===== src/rtl/vga_pkg.sv =====
// Shared VGA definitions: sequencer state, default pattern
// sequencing constants and 640x480 timing constants.
package vga_pkg;

    typedef enum logic {
        RUN   = 1'b0,
        BLANK = 1'b1
    } seq_state_t;

    localparam int NUM_PATTERNS_DEF = 6;
    localparam int AUTO_FRAMES_DEF  = 120;
    localparam int BLANK_FRAMES_DEF = 2;

    localparam int TOTAL_COLS  = 800;
    localparam int TOTAL_ROWS  = 525;
    localparam int ACTIVE_COLS = 640;
    localparam int ACTIVE_ROWS = 480;

endpackage


===== src/rtl/vga_edge_detect.sv =====
// Registered assertion-edge detector for sync signals.
// ACTIVE_LOW selects which level counts as asserted.
module vga_edge_detect #(
    parameter int ACTIVE_LOW = 1
) (
    input  logic i_clk,
    input  logic i_rst,
    input  logic i_sig,
    output logic o_edge
);

    logic cur;
    logic prev;

    assign cur = (ACTIVE_LOW != 0) ? ~i_sig : i_sig;

    // Previous asserted-level sample; reset to deasserted
    always_ff @(posedge i_clk) begin
        if (i_rst) begin
            prev <= 1'b0;
        end else begin
            prev <= cur;
        end
    end

    assign o_edge = cur & ~prev;

endmodule


===== src/rtl/vga_pattern_sequencer.sv =====
// Frame-synchronous test pattern selector with forced blanking.
// Define VGA_SEQ_REVERSE_EN to add i_prev_req (step backwards).
module vga_pattern_sequencer
    import vga_pkg::*;
#(
    parameter int NUM_PATTERNS     = NUM_PATTERNS_DEF,
    parameter int PAT_WIDTH        = 4,
    parameter int AUTO_FRAMES      = AUTO_FRAMES_DEF,
    parameter int BLANK_FRAMES     = BLANK_FRAMES_DEF,
    parameter int VSYNC_ACTIVE_LOW = 1
) (
    input  logic                 i_clk,
    input  logic                 i_rst,
    input  logic                 i_vsync,
    input  logic                 i_next_req,
`ifdef VGA_SEQ_REVERSE_EN
    input  logic                 i_prev_req,
`endif
    input  logic                 i_auto_en,
    output logic [PAT_WIDTH-1:0] o_pattern,
    output logic                 o_blank,
    output logic                 o_switch_ack,
    output logic                 o_frame_tick
);

    localparam logic [PAT_WIDTH-1:0] LAST_PAT =
        PAT_WIDTH'(NUM_PATTERNS - 1);
    localparam logic [15:0] AUTO_LAST  = 16'(AUTO_FRAMES - 1);
    localparam logic [15:0] BLANK_LAST = 16'(BLANK_FRAMES - 1);

    seq_state_t     state;
    logic           frame_start;
    logic [15:0]    frame_cnt;
    logic [15:0]    blank_cnt;
    logic           pending;
    logic           expiry;
    logic           next_in;
    logic           pend_nxt;
    logic           dir_nxt;
    logic           do_switch;
    logic [PAT_WIDTH-1:0] pat_nxt;
`ifdef VGA_SEQ_REVERSE_EN
    logic           pending_dir;
`endif

    vga_edge_detect #(
        .ACTIVE_LOW (VSYNC_ACTIVE_LOW)
    ) u_vsync_edge (
        .i_clk  (i_clk),
        .i_rst  (i_rst),
        .i_sig  (i_vsync),
        .o_edge (frame_start)
    );

    // Merge requests into the pending flag and decide the switch
    always_comb begin
        expiry = (state == RUN) && frame_start && i_auto_en
                 && (frame_cnt == AUTO_LAST);
        next_in = i_next_req | expiry;
`ifdef VGA_SEQ_REVERSE_EN
        pend_nxt = pending;
        dir_nxt  = pending_dir;
        if (next_in && i_prev_req) begin
            pend_nxt = 1'b0;
        end else if (next_in) begin
            if (pending && pending_dir) begin
                pend_nxt = 1'b0;
            end else begin
                pend_nxt = 1'b1;
                dir_nxt  = 1'b0;
            end
        end else if (i_prev_req) begin
            if (pending && !pending_dir) begin
                pend_nxt = 1'b0;
            end else begin
                pend_nxt = 1'b1;
                dir_nxt  = 1'b1;
            end
        end
`else
        pend_nxt = pending | next_in;
        dir_nxt  = 1'b0;
`endif
        do_switch = (state == RUN) && frame_start && pend_nxt;
        if (dir_nxt) begin
            pat_nxt = (o_pattern == '0) ? LAST_PAT
                                        : o_pattern - 1'b1;
        end else begin
            pat_nxt = (o_pattern == LAST_PAT) ? '0
                                              : o_pattern + 1'b1;
        end
    end

    // Sequencer FSM, counters and registered outputs
    always_ff @(posedge i_clk) begin
        if (i_rst) begin
            state        <= RUN;
            o_pattern    <= '0;
            o_blank      <= 1'b0;
            o_switch_ack <= 1'b0;
            o_frame_tick <= 1'b0;
            frame_cnt    <= '0;
            blank_cnt    <= '0;
            pending      <= 1'b0;
`ifdef VGA_SEQ_REVERSE_EN
            pending_dir  <= 1'b0;
`endif
        end else begin
            o_frame_tick <= frame_start;
            o_switch_ack <= do_switch;
            pending      <= do_switch ? 1'b0 : pend_nxt;
`ifdef VGA_SEQ_REVERSE_EN
            pending_dir  <= dir_nxt;
`endif
            if (!i_auto_en || do_switch || expiry) begin
                frame_cnt <= '0;
            end else if ((state == RUN) && frame_start) begin
                frame_cnt <= frame_cnt + 16'd1;
            end
            unique case (state)
                RUN: begin
                    if (do_switch) begin
                        o_pattern <= pat_nxt;
                        if (BLANK_FRAMES > 0) begin
                            state     <= BLANK;
                            o_blank   <= 1'b1;
                            blank_cnt <= '0;
                        end
                    end
                end
                BLANK: begin
                    if (frame_start) begin
                        if (blank_cnt == BLANK_LAST) begin
                            state   <= RUN;
                            o_blank <= 1'b0;
                        end else begin
                            blank_cnt <= blank_cnt + 16'd1;
                        end
                    end
                end
                default: state <= RUN;
            endcase
        end
    end

endmodule


===== config.mk =====
export PLATFORM = sky130hd
export DESIGN_NAME = vga_pattern_sequencer
export DESIGN_NICKNAME = d
export VERILOG_FILES = /design/src/rtl/vga_pkg.sv /design/src/rtl/vga_edge_detect.sv /design/src/rtl/vga_pattern_sequencer.sv
export SDC_FILE = /design/constraint.sdc
export NUM_CORES = 1
export LEC_CHECK = 0
export CORE_AREA = 2 2 71 106
export CTS_CLUSTER_SIZE = 8
export DETAILED_ROUTE_END_ITERATION = 6
export DIE_AREA = 0 0 73 108
export PLACE_DENSITY = 0.52
export RECOVER_POWER = 100
export SLEW_MARGIN = 25
export SYNTH_ARGS = -nofsm -noshare
export SYNTH_HDL_FRONTEND = slang
export SYNTH_SLANG_ARGS = --single-unit

===== constraint.sdc =====
create_clock -name i_clk -period 6.6 [get_ports i_clk]
set_clock_uncertainty 0.15 [all_clocks]
set_input_delay 1.65 -clock i_clk [delete_from_list [all_inputs] [get_ports i_clk]]
set_output_delay 1.65 -clock i_clk [all_outputs]
set_load 0.005 [all_outputs]

==> results.md <==
Critical path:
- STA classifies the critical path startpoint as a primary input.
- In this run the worst path has a maximum fanout of 16.
- On the worst path, the slowest cell contributes a delay of 1.21 ns.
- The cell with the largest stage delay on the worst path is sky130_fd_sc_hd__a21boi_0.
- The worst path required time is 6.66 ns.
- The worst path arrival time is 4.88 ns.
- Walking the worst path, the cells encountered are dlygate4sd3_1 -> nor3_1 -> o21ai_0 -> a21boi_0 -> nand3_1 -> nor2_1.
- Together, buffers and inverters on the worst path number 1.
- The family with the most delay on the worst path is compound AO/OA/AOI/OAI gates.
- STA classifies the critical path endpoint as a flip-flop.
- The type of the worst setup path is primary input to flip-flop.

Timing:
- Hold is met by between 0.3 and 0.4 ns.
- Setup repair after global routing left no endpoint under its margin.
- In this run the tightest slew margin relative to its limit is -4.53%.
- The count of final hold-check violations was 0.
- In the final timing run, aggregate negative setup slack is 0 ns.
- The clock period minus worst slack is between 4 and 5 ns.
- Setup slack closes at 1.78 ns.
- The final worst-path cycle share is between 70% and 80%.
- For the pin with the worst max-slew slack, the measured transition is ~1.6 ns.
- The number of max-slew violations in the final report came to 16.
- Based on the critical path, the design can be clocked at up to 0.207 GHz.
- Setup violations remaining at the end of the flow were counted as 0.

Detailed routing:
- For this block, the initial DRC count from the detailed router was 33.
- The DRC violation count after routing is 0.
- Using the TritonRoute via totals, the vias-per-cell ratio works out to 5.22.
- The post-route antenna net violation count is 0.
- Across all layers, the routed design uses roughly 1700 vias.
- The number of detailed-route iterations in the first pass is 4.
- In the final routed layout, each cell accounts on average for 13.6 microns.
- The routed design has 4.33 mm of wire.

Clock network:
- The number of buffers on the longest clock path is 2.
- The cell sitting at the root of the clock tree is a sky130_fd_sc_hd__clkbuf_8.
- Clock tree synthesis found a total of 42 sinks.
- Buffers inserted to repair hold after CTS numbered 0.
- Clock-pin slew was measured on the worst setup and hold paths at 0.08 ns.
- The number of H-tree levels is 2.
- The number of gates resized after CTS was 0.
- The clock latency reported for the late side of the worst-skew pair is 0.29 ns.
- The number of buffers inserted to repair setup after CTS is 0.
- TritonCTS built the clock tree.
- The number of buffers created by CTS is 5.

Job:
- The count of max-cap constraint violations is 1.

Placement:
- After legalization and detailed placement, the total HPWL measured 3.05 mm.
- Prior to clock tree synthesis, the placed netlist has a worst setup slack of 2.36 ns.
- The port buffer count is 11.
- The global placement routability congestion is 0.769.

Pwr:
- The worst-case IR drop observed on VDD is between 100 and 150 uV.
- In this run the power density over the cells is 213 nW/um^2.
- The analysis attributes to cell leakage a power of 0.000747 uW.

Logic synthesis:
- By area the synthesized netlist is led by sky130_fd_sc_hd__dfxtp_1 (42%), sky130_fd_sc_hd__nor2_1 (5.2%), sky130_fd_sc_hd__nand2_1 (4.1%).
- In this run, distinct cell masters in the synthesized netlist total 42.
- By count the netlist is led by sky130_fd_sc_hd__dfxtp_1 (42), sky130_fd_sc_hd__nor2_1 (28), sky130_fd_sc_hd__nand2_1 (22).
- The post-synth design cell area is 2020 sq um.
- The number of synthesis warnings is 0.
- The leading cell type by number of instances after synthesis is sky130_fd_sc_hd__dfxtp_1.
- The fraction of synthesis flops using an asynchronous set or reset pin is 0%.
- The number of cells produced by synthesis is about 230.
- The portion of synthesized cell area occupied by the leading cell type is between 40% and 50%.
- The net count of the mapped netlist is 241.
- The number of enable flip-flop cells after synthesis is 0.
- The synthesized design contains 42 register bits.
- The average footprint of a synthesized cell is 8.68 sq um.
- After synthesis, flip-flops and latches occupy 41.6% of the total area.
- Among all flip-flop cells after synthesis, the most frequent one is sky130_fd_sc_hd__dfxtp_1.
- The library cell with the largest summed area after synthesis is sky130_fd_sc_hd__dfxtp_1.

Die:
- The number of rows in the core area is 37.
- The initial utilization of the core area, before any placement, comes to ~29%.
- During I/O placement, the number of pins put on the boundary was 12.
- The die height is 108 microns.
- The x dimension of the die is 73 microns.
- The floorplan step defined a die boundary enclosing 7880 sq um.
- After floorplanning, the core was sized to cover 6900 sq um.

Global routing:
- The initial antenna violation count was 0.
- The total congestion overflow after global routing is 0.
- The number of global-route vias before repair is 1602.
- The wire length of the first global-routing pass is between 7 and 8 mm.
- The largest net degree at the start of global routing is 23.
- Global routing consumed, over all layers together, 11.6% of the routing resources.

Worst hold path:
- The class of the tightest hold or removal check is flip-flop to flip-flop.

Layout:
- The layout cell share with drive strength beyond 1 is 8.71%.
- The filler cells instantiated in the layout total about 730.
- The repair_antennas step left the layout with diodes totalling 0.
- The number of nets at the end of the flow is 248.
- Relative to the synthesized area, the layout overhead comes to 12.3%.

Outcome:
- The flow ran to the end, but the final reports show violations.
- The final reports fail on max-capacitance violations, max-slew violations.
-- final cells by class --
class | instances | area, sq um | share of cell area [%]
multi-input cells | 174 | 1090 | 48.0
flip-flops and latches | 42 | 841 | 37.0
clock buffers | 8 | 110 | 4.85
repair buffers | 11 | 110 | 4.85
well taps | 78 | 97.6 | 4.30
inverters | 6 | 22.5 | 0.992
-- worst register-to-register path: cells and delay by family, from the launching register on --
kind / cells / cell delay [ns]
compound gates: 2 / 1.33
simple gates: 3 / 1.35
flops: 1 / 0.79
-- cells by family (layout without fill, tap and decap cells) --
logic type,after synthesis,after routing,synth area share [%]
compound gates,45,45,15.7
xor+xnor,17,17,7.36
fa+ha+maj,3,3,1.86
buf+inv,17,25,4.33
flops,42,42,41.6
mux,1,1,0.495
simple gates,108,108,28.7
-- per-layer routing --
layer  routed length [microns]  up-vias  part of all wire, %  GRT usage [%]
li1                          -      862                    -              -
met5                         0        -                    0              0
met3                        55        4                  1.3           1.96
met2                      2340        9                   54           21.4
met1                      1870      790                   43           12.6
met4                        60        0                  1.4           5.03
-- power by group --
part,total [uW],internal (uW),switching (uW)
Clock,191,106,85.2
Combinational,30.9,11.7,19.1
Sequential,263,257,5.63
-- path summary, 6_finish.rpt --
| kind | from | end | slack, ns | cells after the start |
|---|---|---|---|---|
| hold / removal | pending$_SDFF_PP0_ | pending$_SDFF_PP0_ | 0.33 | 2 |
| setup reg to reg | state$_SDFF_PP0_ | frame_cnt[4]$_SDFFE_PP0N_ | 2.90 | 5 |
| setup / recovery | i_vsync | frame_cnt[4]$_SDFFE_PP0N_ | 1.78 | 6 |
| hold reg to reg | pending$_SDFF_PP0_ | pending$_SDFF_PP0_ | 0.33 | 2 |
-- registers in the layout (all words and copies together), names as in the netlist --
signal	flops
blank_cnt	16
frame_cnt	16
o_blank	1
o_frame_tick	1
o_pattern	4
o_switch_ack	1
pending	1
state	1
u_vsync_edge.prev	1
-- metrics by stage --
stage / area (sq um) / utilization, % / cells / power [uW]
3_5_place_dp: 2160 / 31.4 / 311 / 302
6_report: 2270 / 32.9 / 319 / 484
3_3_place_gp: 2160 / 31.4 / 311 / 301
4_1_cts: 2270 / 33.0 / 319 / 495
2_1_floorplan: 2020 / - / 233 / 290
5_1_grt: 2270 / 32.9 / 319 / 505
-- cell usage in the layout (no fill, tap or decap), types with 2 or more instances in the layout --
| master | n |
|---|---|
| sky130_fd_sc_hd__inv_1 | 6 |
| sky130_fd_sc_hd__nand3_1 | 11 |
| sky130_fd_sc_hd__dfxtp_1 | 42 |
| sky130_fd_sc_hd__xor2_1 | 9 |
| sky130_fd_sc_hd__xnor2_1 | 8 |
| sky130_fd_sc_hd__clkbuf_8 | 8 |
| sky130_fd_sc_hd__or4b_1 | 2 |
| sky130_fd_sc_hd__nor2b_1 | 2 |
| sky130_fd_sc_hd__nor4_1 | 4 |
| sky130_fd_sc_hd__and4_1 | 4 |
| sky130_fd_sc_hd__nor3_1 | 8 |
| sky130_fd_sc_hd__a21oi_1 | 12 |
| sky130_fd_sc_hd__dlygate4sd3_1 | 9 |
| sky130_fd_sc_hd__nand2_1 | 22 |
| sky130_fd_sc_hd__o221a_2 | 5 |
| sky130_fd_sc_hd__o21ai_0 | 11 |
| sky130_fd_sc_hd__and3_1 | 5 |
| sky130_fd_sc_hd__a31oi_1 | 3 |
| sky130_fd_sc_hd__nor2_1 | 28 |
| sky130_fd_sc_hd__nand2b_1 | 4 |
| sky130_fd_sc_hd__nand4_1 | 8 |
| sky130_fd_sc_hd__a311oi_1 | 8 |
| sky130_fd_sc_hd__ha_1 | 3 |
| sky130_fd_sc_hd__clkdlybuf4s50_1 | 2 |
Note: power is estimated with default switching activity, not from simulation.
